File: src/rtl/id_ex_stage.sv
// id_ex_stage: RV32I decode, load-use hazard detection and ID/EX pipeline register.
module id_ex_stage (
  input  logic        clk,
  input  logic        rst,
  input  logic        if_valid,
  input  logic [31:0] if_instr,
  input  logic [31:0] if_pc,
  input  logic        flush,
  output logic        id_stall,
  output logic [4:0]  rs1_addr,
  output logic [4:0]  rs2_addr,
  input  logic [31:0] rs1_data,
  input  logic [31:0] rs2_data,
  output logic        ex_valid,
  output logic [31:0] ex_pc,
  output logic [31:0] ex_rs1,
  output logic [31:0] ex_rs2,
  output logic [31:0] ex_imm,
  output logic [4:0]  ex_rd,
  output logic [4:0]  ex_rs1_addr,
  output logic [4:0]  ex_rs2_addr,
  output logic [2:0]  ex_funct3,
  output logic [3:0]  ex_alu_op,
  output logic        ex_src_a_pc,
  output logic        ex_src_b_imm,
  output logic        ex_mem_read,
  output logic        ex_mem_write,
  output logic        ex_reg_write,
  output logic        ex_branch,
  output logic        ex_jump,
  output logic        ex_jalr,
  output logic        ex_illegal
);
  typedef struct packed {
    logic        valid;
    logic [31:0] pc, rs1, rs2, imm;
    logic [4:0]  rd, rs1a, rs2a;
    logic [2:0]  f3;
    logic [3:0]  alu;
    logic        src_a_pc, src_b_imm, mem_read, mem_write, reg_write, branch, jump, jalr, illegal;
  } ex_t;
  ex_t r_ex, w_ex;
  logic [31:0] w_i;
  logic [6:0] w_opc, w_f7;
  logic [2:0] w_f3;
  logic [4:0] w_rd;
  logic w_lui, w_auipc, w_jal, w_jalr, w_br, w_ld, w_st, w_opi, w_op;
  logic w_illegal, w_ok, w_hazard, w_rs1_used, w_rs2_used;
  logic [31:0] w_imm;
  logic [3:0] w_alu_rr, w_alu;
  assign w_i = if_instr;
  assign w_opc = w_i[6:0];
  assign w_f3 = w_i[14:12];
  assign w_f7 = w_i[31:25];
  assign w_rd = w_i[11:7];
  assign rs1_addr = w_i[19:15];
  assign rs2_addr = w_i[24:20];
  assign w_lui   = w_opc == 7'b0110111;
  assign w_auipc = w_opc == 7'b0010111;
  assign w_jal   = w_opc == 7'b1101111;
  assign w_jalr  = w_opc == 7'b1100111;
  assign w_br    = w_opc == 7'b1100011;
  assign w_ld    = w_opc == 7'b0000011;
  assign w_st    = w_opc == 7'b0100011;
  assign w_opi   = w_opc == 7'b0010011;
  assign w_op    = w_opc == 7'b0110011;
  assign w_illegal = ~(w_lui | w_auipc | w_jal | w_jalr | w_br | w_ld | w_st | w_opi | w_op)
    | (w_op & ~(w_f7 == 7'h00 | (w_f7 == 7'h20 & (w_f3 == 3'd0 | w_f3 == 3'd5))))
    | (w_opi & ((w_f3 == 3'd1 & w_f7 != 7'h00) | (w_f3 == 3'd5 & w_f7 != 7'h00 & w_f7 != 7'h20)))
    | (w_jalr & w_f3 != 3'd0) | (w_br & (w_f3 == 3'd2 | w_f3 == 3'd3))
    | (w_ld & (w_f3 == 3'd3 | w_f3 > 3'd5)) | (w_st & w_f3 > 3'd2);
  assign w_imm = (w_opi | w_ld | w_jalr) ? {{20{w_i[31]}}, w_i[31:20]} :
                 w_st ? {{20{w_i[31]}}, w_i[31:25], w_i[11:7]} :
                 w_br ? {{19{w_i[31]}}, w_i[31], w_i[7], w_i[30:25], w_i[11:8], 1'b0} :
                 (w_lui | w_auipc) ? {w_i[31:12], 12'b0} :
                 w_jal ? {{11{w_i[31]}}, w_i[31], w_i[19:12], w_i[20], w_i[30:21], 1'b0} : 32'd0;
  always_comb begin
    case (w_f3)
      3'd0: w_alu_rr = (w_op & w_f7 == 7'h20) ? 4'd1 : 4'd0;
      3'd1: w_alu_rr = 4'd2;
      3'd2: w_alu_rr = 4'd3;
      3'd3: w_alu_rr = 4'd4;
      3'd4: w_alu_rr = 4'd5;
      3'd5: w_alu_rr = (w_f7 == 7'h20) ? 4'd7 : 4'd6;
      3'd6: w_alu_rr = 4'd8;
      default: w_alu_rr = 4'd9;
    endcase
  end
  assign w_alu = (w_op | w_opi) ? w_alu_rr : w_br ? 4'd1 : w_lui ? 4'd10 : 4'd0;
  assign w_ok = if_valid & ~w_illegal;
  assign w_rs1_used = ~(w_lui | w_auipc | w_jal);
  assign w_rs2_used = w_op | w_st | w_br;
  assign w_hazard = if_valid & r_ex.valid & r_ex.mem_read & r_ex.rd != 5'd0 &
    ((w_rs1_used & r_ex.rd == rs1_addr) | (w_rs2_used & r_ex.rd == rs2_addr));
  assign id_stall = w_hazard & ~flush;
  always_comb begin
    w_ex = '0;
    w_ex.valid = if_valid;
    w_ex.pc = if_pc;
    w_ex.rs1 = rs1_data;
    w_ex.rs2 = rs2_data;
    w_ex.imm = w_imm;
    w_ex.rd = w_rd;
    w_ex.rs1a = rs1_addr;
    w_ex.rs2a = rs2_addr;
    w_ex.f3 = w_f3;
    w_ex.alu = w_alu;
    w_ex.src_a_pc = w_auipc | w_jal | w_jalr;
    w_ex.src_b_imm = w_opi | w_ld | w_st | w_lui | w_auipc | w_jalr;
    w_ex.mem_read = w_ok & w_ld;
    w_ex.mem_write = w_ok & w_st;
    w_ex.reg_write = w_ok & w_rd != 5'd0 & (w_lui | w_auipc | w_jal | w_jalr | w_ld | w_opi | w_op);
    w_ex.branch = w_ok & w_br;
    w_ex.jump = w_ok & (w_jal | w_jalr);
    w_ex.jalr = w_ok & w_jalr;
    w_ex.illegal = if_valid & w_illegal;
  end
  // reset, flush and load-use all collapse to an all-zero bubble
  always_ff @(posedge clk)
    r_ex <= (rst | flush | w_hazard) ? '0 : w_ex;
  assign ex_valid = r_ex.valid;
  assign ex_pc = r_ex.pc;
  assign ex_rs1 = r_ex.rs1;
  assign ex_rs2 = r_ex.rs2;
  assign ex_imm = r_ex.imm;
  assign ex_rd = r_ex.rd;
  assign ex_rs1_addr = r_ex.rs1a;
  assign ex_rs2_addr = r_ex.rs2a;
  assign ex_funct3 = r_ex.f3;
  assign ex_alu_op = r_ex.alu;
  assign ex_src_a_pc = r_ex.src_a_pc;
  assign ex_src_b_imm = r_ex.src_b_imm;
  assign ex_mem_read = r_ex.mem_read;
  assign ex_mem_write = r_ex.mem_write;
  assign ex_reg_write = r_ex.reg_write;
  assign ex_branch = r_ex.branch;
  assign ex_jump = r_ex.jump;
  assign ex_jalr = r_ex.jalr;
  assign ex_illegal = r_ex.illegal;
endmodule

File: config.mk
export PLATFORM = sky130hd
export DESIGN_NAME = id_ex_stage
export DESIGN_NICKNAME = d
export VERILOG_FILES = /design/src/rtl/id_ex_stage.sv
export SDC_FILE = /design/constraint.sdc
export NUM_CORES = 1
export LEC_CHECK = 0
export CAP_MARGIN = 20
export CORE_ASPECT_RATIO = 0.8
export CORE_MARGIN = 8
export CORE_UTILIZATION = 41
export DETAILED_ROUTE_END_ITERATION = 8
export PLACE_DENSITY = 0.94
export SYNTH_ARGS = -nofsm -noshare
export SYNTH_HDL_FRONTEND = slang
export SYNTH_SLANG_ARGS = --single-unit
File: constraint.sdc
create_clock -name clk -period 5.5 [get_ports clk]
set_input_delay 1.1 -clock clk [delete_from_list [all_inputs] [get_ports clk]]
set_output_delay 1.1 -clock clk [all_outputs]
set_load 0.01 [all_outputs]
# Word-level counts from Yosys, hierarchy flattened
# Index checks and enable logic that the tools add are counted.
[op_classes] magnitude_cmp=2 n_mux=11 n_bitwise=69 n_reduce_logical=6 n_eq_ne=19
[ops] cell="two-way mux 32 bit" n=5
[ops] cell="OR 1 bit" n=37
[ops] cell="== test 7 x 6 -> 1 bit (second input constant)" n=4
[ops] cell="one-hot mux 4 bit (7 select lines)" n=1
[ops] cell="AND 1 bit" n=27
[ops] cell="== test 7 bit (second input constant)" n=3
[ops] cell="== test 7 x 5 -> 1 bit (second input constant)" n=2
[ops] cell="two-way mux 4 bit" n=3
[ops] cell="== test 5 bit" n=2
[ops] cell="nonzero test 5 bit" n=2
[ops] cell="== test 3 bit (second input constant)" n=3
[ops] cell="== test 7 x 2 -> 1 bit (second input constant)" n=1
[ops] cell="logical NOT 7 bit" n=1
[ops] cell="inequality test 7 x 6 -> 1 bit (second input constant)" n=1
[ops] cell="nonzero test 7 bit" n=1
[ops] cell="== test 3 x 2 -> 1 bit (second input constant)" n=2
[ops] cell="inverter 1 bit" n=5
[ops] cell="== test 3 x 1 -> 1 bit (second input constant)" n=1
[ops] cell="> comparator 3 x 2 -> 1 bit (second input constant)" n=1
[ops] cell="> comparator 3 bit (second input constant)" n=1
[ops] cell="logical NOT 3 bit" n=1
[ops] cell="nonzero test 3 bit" n=1
[ops] cell="two-way mux 1 bit" n=2
[word_totals] wordCells=126 out_inout_bits=171 in_bits=132 regBits=160

# Logic depth before layout (Yosys ltp)
[logic_depth] word_depth=20 mapped_depth=9 mapped_depth_nobuf=6

# Worst setup path before layout
# OpenSTA, ideal clock, no wires.
[synth_timing] kind="input to output" startpoint="in if_instr[2]" endpoint="out id_stall" slack_ns=1.860 arrival_time_ns=2.540 path_buffers=2 cell_stages=7 required_ns=4.400 path_cell_list="buf_2 > nand4bb_1 > buf_2 > or3_1 > nor4_4 > nor2_1 > nor2_1"
[synth_between] elab_chain_cells=8 elab_cells_between_ends=16 classes_between="6 x eq/ne; 10 x bitwise"
[synth_rtl] element="start: declaration" line_no="6" rtl="input logic [31:0] if_instr,"
[synth_rtl] element="== test 7 x 6 -> 1 bit or == test 7 x 5 -> 1 bit (tied branches)" line_no="58, 59"
[synth_rtl] element="OR 1 bit (2 in series)" line_no="91" rtl="assign w_rs1_used = ~(w_lui | w_auipc | w_jal);"
[synth_rtl] element="inverter 1 bit" line_no="91"
[synth_rtl] element="AND 1 bit" line_no="94" rtl="((w_rs1_used & r_ex.rd == rs1_addr) | (w_rs2_used & r_ex.rd == rs2_addr));"
[synth_rtl] element="OR 1 bit *" line_no="94"
[synth_rtl] element="AND 1 bit *" line_no="93" rtl="assign w_hazard = if_valid & r_ex.valid & r_ex.mem_read & r_ex.rd != 5'd0 &"
[synth_rtl] element="AND 1 bit *" line_no="95" rtl="assign id_stall = w_hazard & ~flush;"
[synth_rtl] element="end: declaration" line_no="9" rtl="output logic id_stall,"
# Every way passes the cells marked *; elsewhere a longest branch is shown, timed or not.

# Final worst setup path
# Same ends and word-level chain as after synthesis.

==> flow_metrics.env <==
export IMPL_setup_tns_ns=0
export IMPL_rsz0062_at_grt="no"
export IMPL_die_height_um=118
export IMPL_synthFlopType="dfxtp_1"
export IMPL_antenna_found_initial=0
export IMPL_p_leak_nw=3.35
export IMPL_finalHoldViolations=0
export IMPL_cp_depth=7
export IMPL_finalNetCount=917
export IMPL_h_tree_depth=4
export IMPL_crit_arrival_ns=3.63
export IMPL_total_power_mw=2.62
export IMPL_synth_area_sq_um=5290
export IMPL_syn_inst=499
export IMPL_pwr_density_cell_nw_per_um2=295
export IMPL_ys_seq_area_share_pct=60.6
export IMPL_critPathSlowestCell="clkdlybuf4s50_1"
export IMPL_place_ws_ns=0.803
export IMPL_fmax_mhz=212
export IMPL_cap_violations=0
export IMPL_gp_congestion=0.931
export IMPL_synth_avg_cell_area_sq_um=10.6
export IMPL_initial_core_util_pct=41.5
export IMPL_io_pins=303
export IMPL_yosys_warnings=0
export IMPL_drive_gt1_share_pct=6.77
export IMPL_timing_final_crit_period_ns=4.73
export IMPL_relSlewSlack_pct=40.0
export IMPL_grt_overflow=0
export IMPL_post_cts_resized=0
export IMPL_vdd_ir_drop_max_uv=207
export IMPL_cts_sinks=160
export IMPL_setup_viol=0
export IMPL_max_slew_worst_pin_slew_ns=0.897
export IMPL_viasPerCell=4.67
export IMPL_clkTransAtPathRegs_ns=0.06
export IMPL_synth_edf_count=0
export IMPL_ant_nets=0
export IMPL_synthTopCellsByArea="dfxtp_1 (61%), and2_1 (13%), nand2_1 (2.7%), nor2_1 (2.1%), a211oi_2 (1.9%)"
export IMPL_setup_slack_ns=0.775
export IMPL_critPathMaxFanout=10
export IMPL_status="completed"
export IMPL_maxSlewViolCount=0
export IMPL_cts_root_buf="clkbuf_16"
export IMPL_hold_depth=2
export IMPL_rows=37
export IMPL_grtUsageTotal_pct=21.9
export IMPL_path_cells="clkdlybuf4s50_1 > nand4bb_1 > or3_1 > nor4_4 > nor2_1 > nor2_1 > clkdlybuf4s50_1"
export IMPL_cp_start_kind="primary input"
export IMPL_yosysMostFrequentCell="dfxtp_1"
export IMPL_cts_tree="built"
export IMPL_synthTopCellsByCount="dfxtp_1 (160), and2_1 (113), nand2_1 (38)"
export IMPL_area_growth_pct=68.5
export IMPL_wl_um=19100
export IMPL_port_buffers=302
export IMPL_drc=0
export IMPL_grt_pass1_vias=4615
export IMPL_grt_max_degree=54
export IMPL_syn_nets=631
export IMPL_hold_buffers=0
export IMPL_dp_hpwl_um=14900
export IMPL_cts_made_buffers=17
export IMPL_vias=4547
export IMPL_grt_pass1_wl_um=27600
export IMPL_post_route_util_pct=70.0
export IMPL_reg2regPathDepth=6
export IMPL_core_sq_um=12700
export IMPL_yosysTopAreaCell="dfxtp_1"
export IMPL_crit_buf_inv=2
export IMPL_die_area_sq_um=16800
export IMPL_cp_top_family="simple AND/OR/NAND/NOR gates"
export IMPL_cts_setup_buffers=0
export IMPL_synth_seq_cells=160
export IMPL_ys_async_sr_fraction_pct=0
export IMPL_drt_first_pass_iters=5
export IMPL_synth_top_area_share_pct=60.6
export IMPL_hp_class="in2reg"
export IMPL_clock_skew_ns=0.00988
export IMPL_cts_buffer_depth=2
export IMPL_fp_dieW_um=143
export IMPL_clk_latency_ns=0.41
export IMPL_end_kind="output port"
export IMPL_yosysUniqueCellTypes=50
export IMPL_period_share_pct=85.9
export IMPL_diodes=0
export IMPL_crit_type="in2out"
export IMPL_critical_path_required_ns=4.40
export IMPL_drt_iter0_markers=342
export IMPL_cpPeakStageDelay_ns=0.57
export IMPL_wl_per_cell_um=19.6
cell type report:
| cell class | instances | area (sq um) |
|---|---|---|
| Inverter | 4 | 15.0 |
| Tap cell | 175 | 219 |
| Clock buffer | 24 | 492 |
| Fill cell | 910 | 3820 |
| Clock inverter | 8 | 80.1 |
| Timing Repair Buffer | 306 | 3050 |
| Sequential cell | 160 | 3200 |
| Multi-Input combinational cell | 296 | 1840 |
cells by family after synthesis:
family | synth area share [%]
buffers and inverters | 4.69
DFF | 60.6
AOI/OAI and AO/OA | 7.17
xor gates and xnor gates | 1.99
and+or+nand+nor | 25.6
placed cells by master, fill, tap and decap left out, types with 3 or more instances in the layout:
cell type        netlist  routed
nand3_1               10      10
dfxtp_1              160     160
xor2_1                 3       3
xnor2_1                9       9
nand2_1               38      38
clkinvlp_4             0       3
and2_1               113     113
or4_1                  3       3
or2_2                  4       4
clkbuf_1               9       3
a22oi_1                8       8
clkbuf_8               0       4
nor4_1                 3       3
buf_4                 10       4
and3_1                 8       8
clkbuf_16              0      17
nor2_1                30      30
inv_1                  3       3
or3_1                  3       3
a211oi_2               8       8
a21oi_1               14      14
o22ai_1                3       3
clkdlybuf4s50_1        0     302
o21ai_0                5       5
metal layers:
layer | routed length [um] | vias to the layer above | global-route usage [%]
met3 | 1610 | 31 | 6.36
met2 | 10000 | 227 | 40.3
li1 | - | 2197 | -
met5 | 0 | - | 0
met4 | 480 | 0 | 9.41
met1 | 6970 | 2092 | 22.5
flip-flops by register name, summed over array words and instances (netlist names), 3 cells and up:
name	cells
ex_funct3	3
ex_rs2_addr	5
ex_rd	5
ex_pc	32
ex_rs1_addr	5
ex_imm	32
ex_rs1	32
ex_alu_op	4
ex_rs2	32
final timing paths:
kind	startpoint	end	slack, ns
min	rs1_data[1]	ex_rs1[1]	1.24
max reg2reg	ex_rd[1]	ex_pc[31]	2.74
min reg2reg	ex_rd[2]	ex_alu_op[2]	1.25
max	if_instr[2]	id_stall	0.77
power by group:
part | internal (mW) | switching, mW
combinational | 0.178 | 0.116
sequential | 1.20 | 0.0121
clock | 0.671 | 0.451
worst register-to-register path: stages, from the launching register on:
cell and delay [ns]:
dfxtp_1 0.38, or4_1 0.56, o21ai_0 0.22, nor4_2 0.10
nor4_4 0.70, buf_4 0.50, and2_1 0.23
through the flow:
step / instance area [sq um] / hold WS, ns / std cells
floorplan: 5290 / 1.16 / 499
global placement: 8330 / 1.24 / 941
detailed placement: 8330 / 1.26 / 941
CTS: 8910 / 1.22 / 973
global route: 8910 / 1.23 / 973
finish: 8910 / 1.24 / 973
Power figures use the tool's default switching activity.
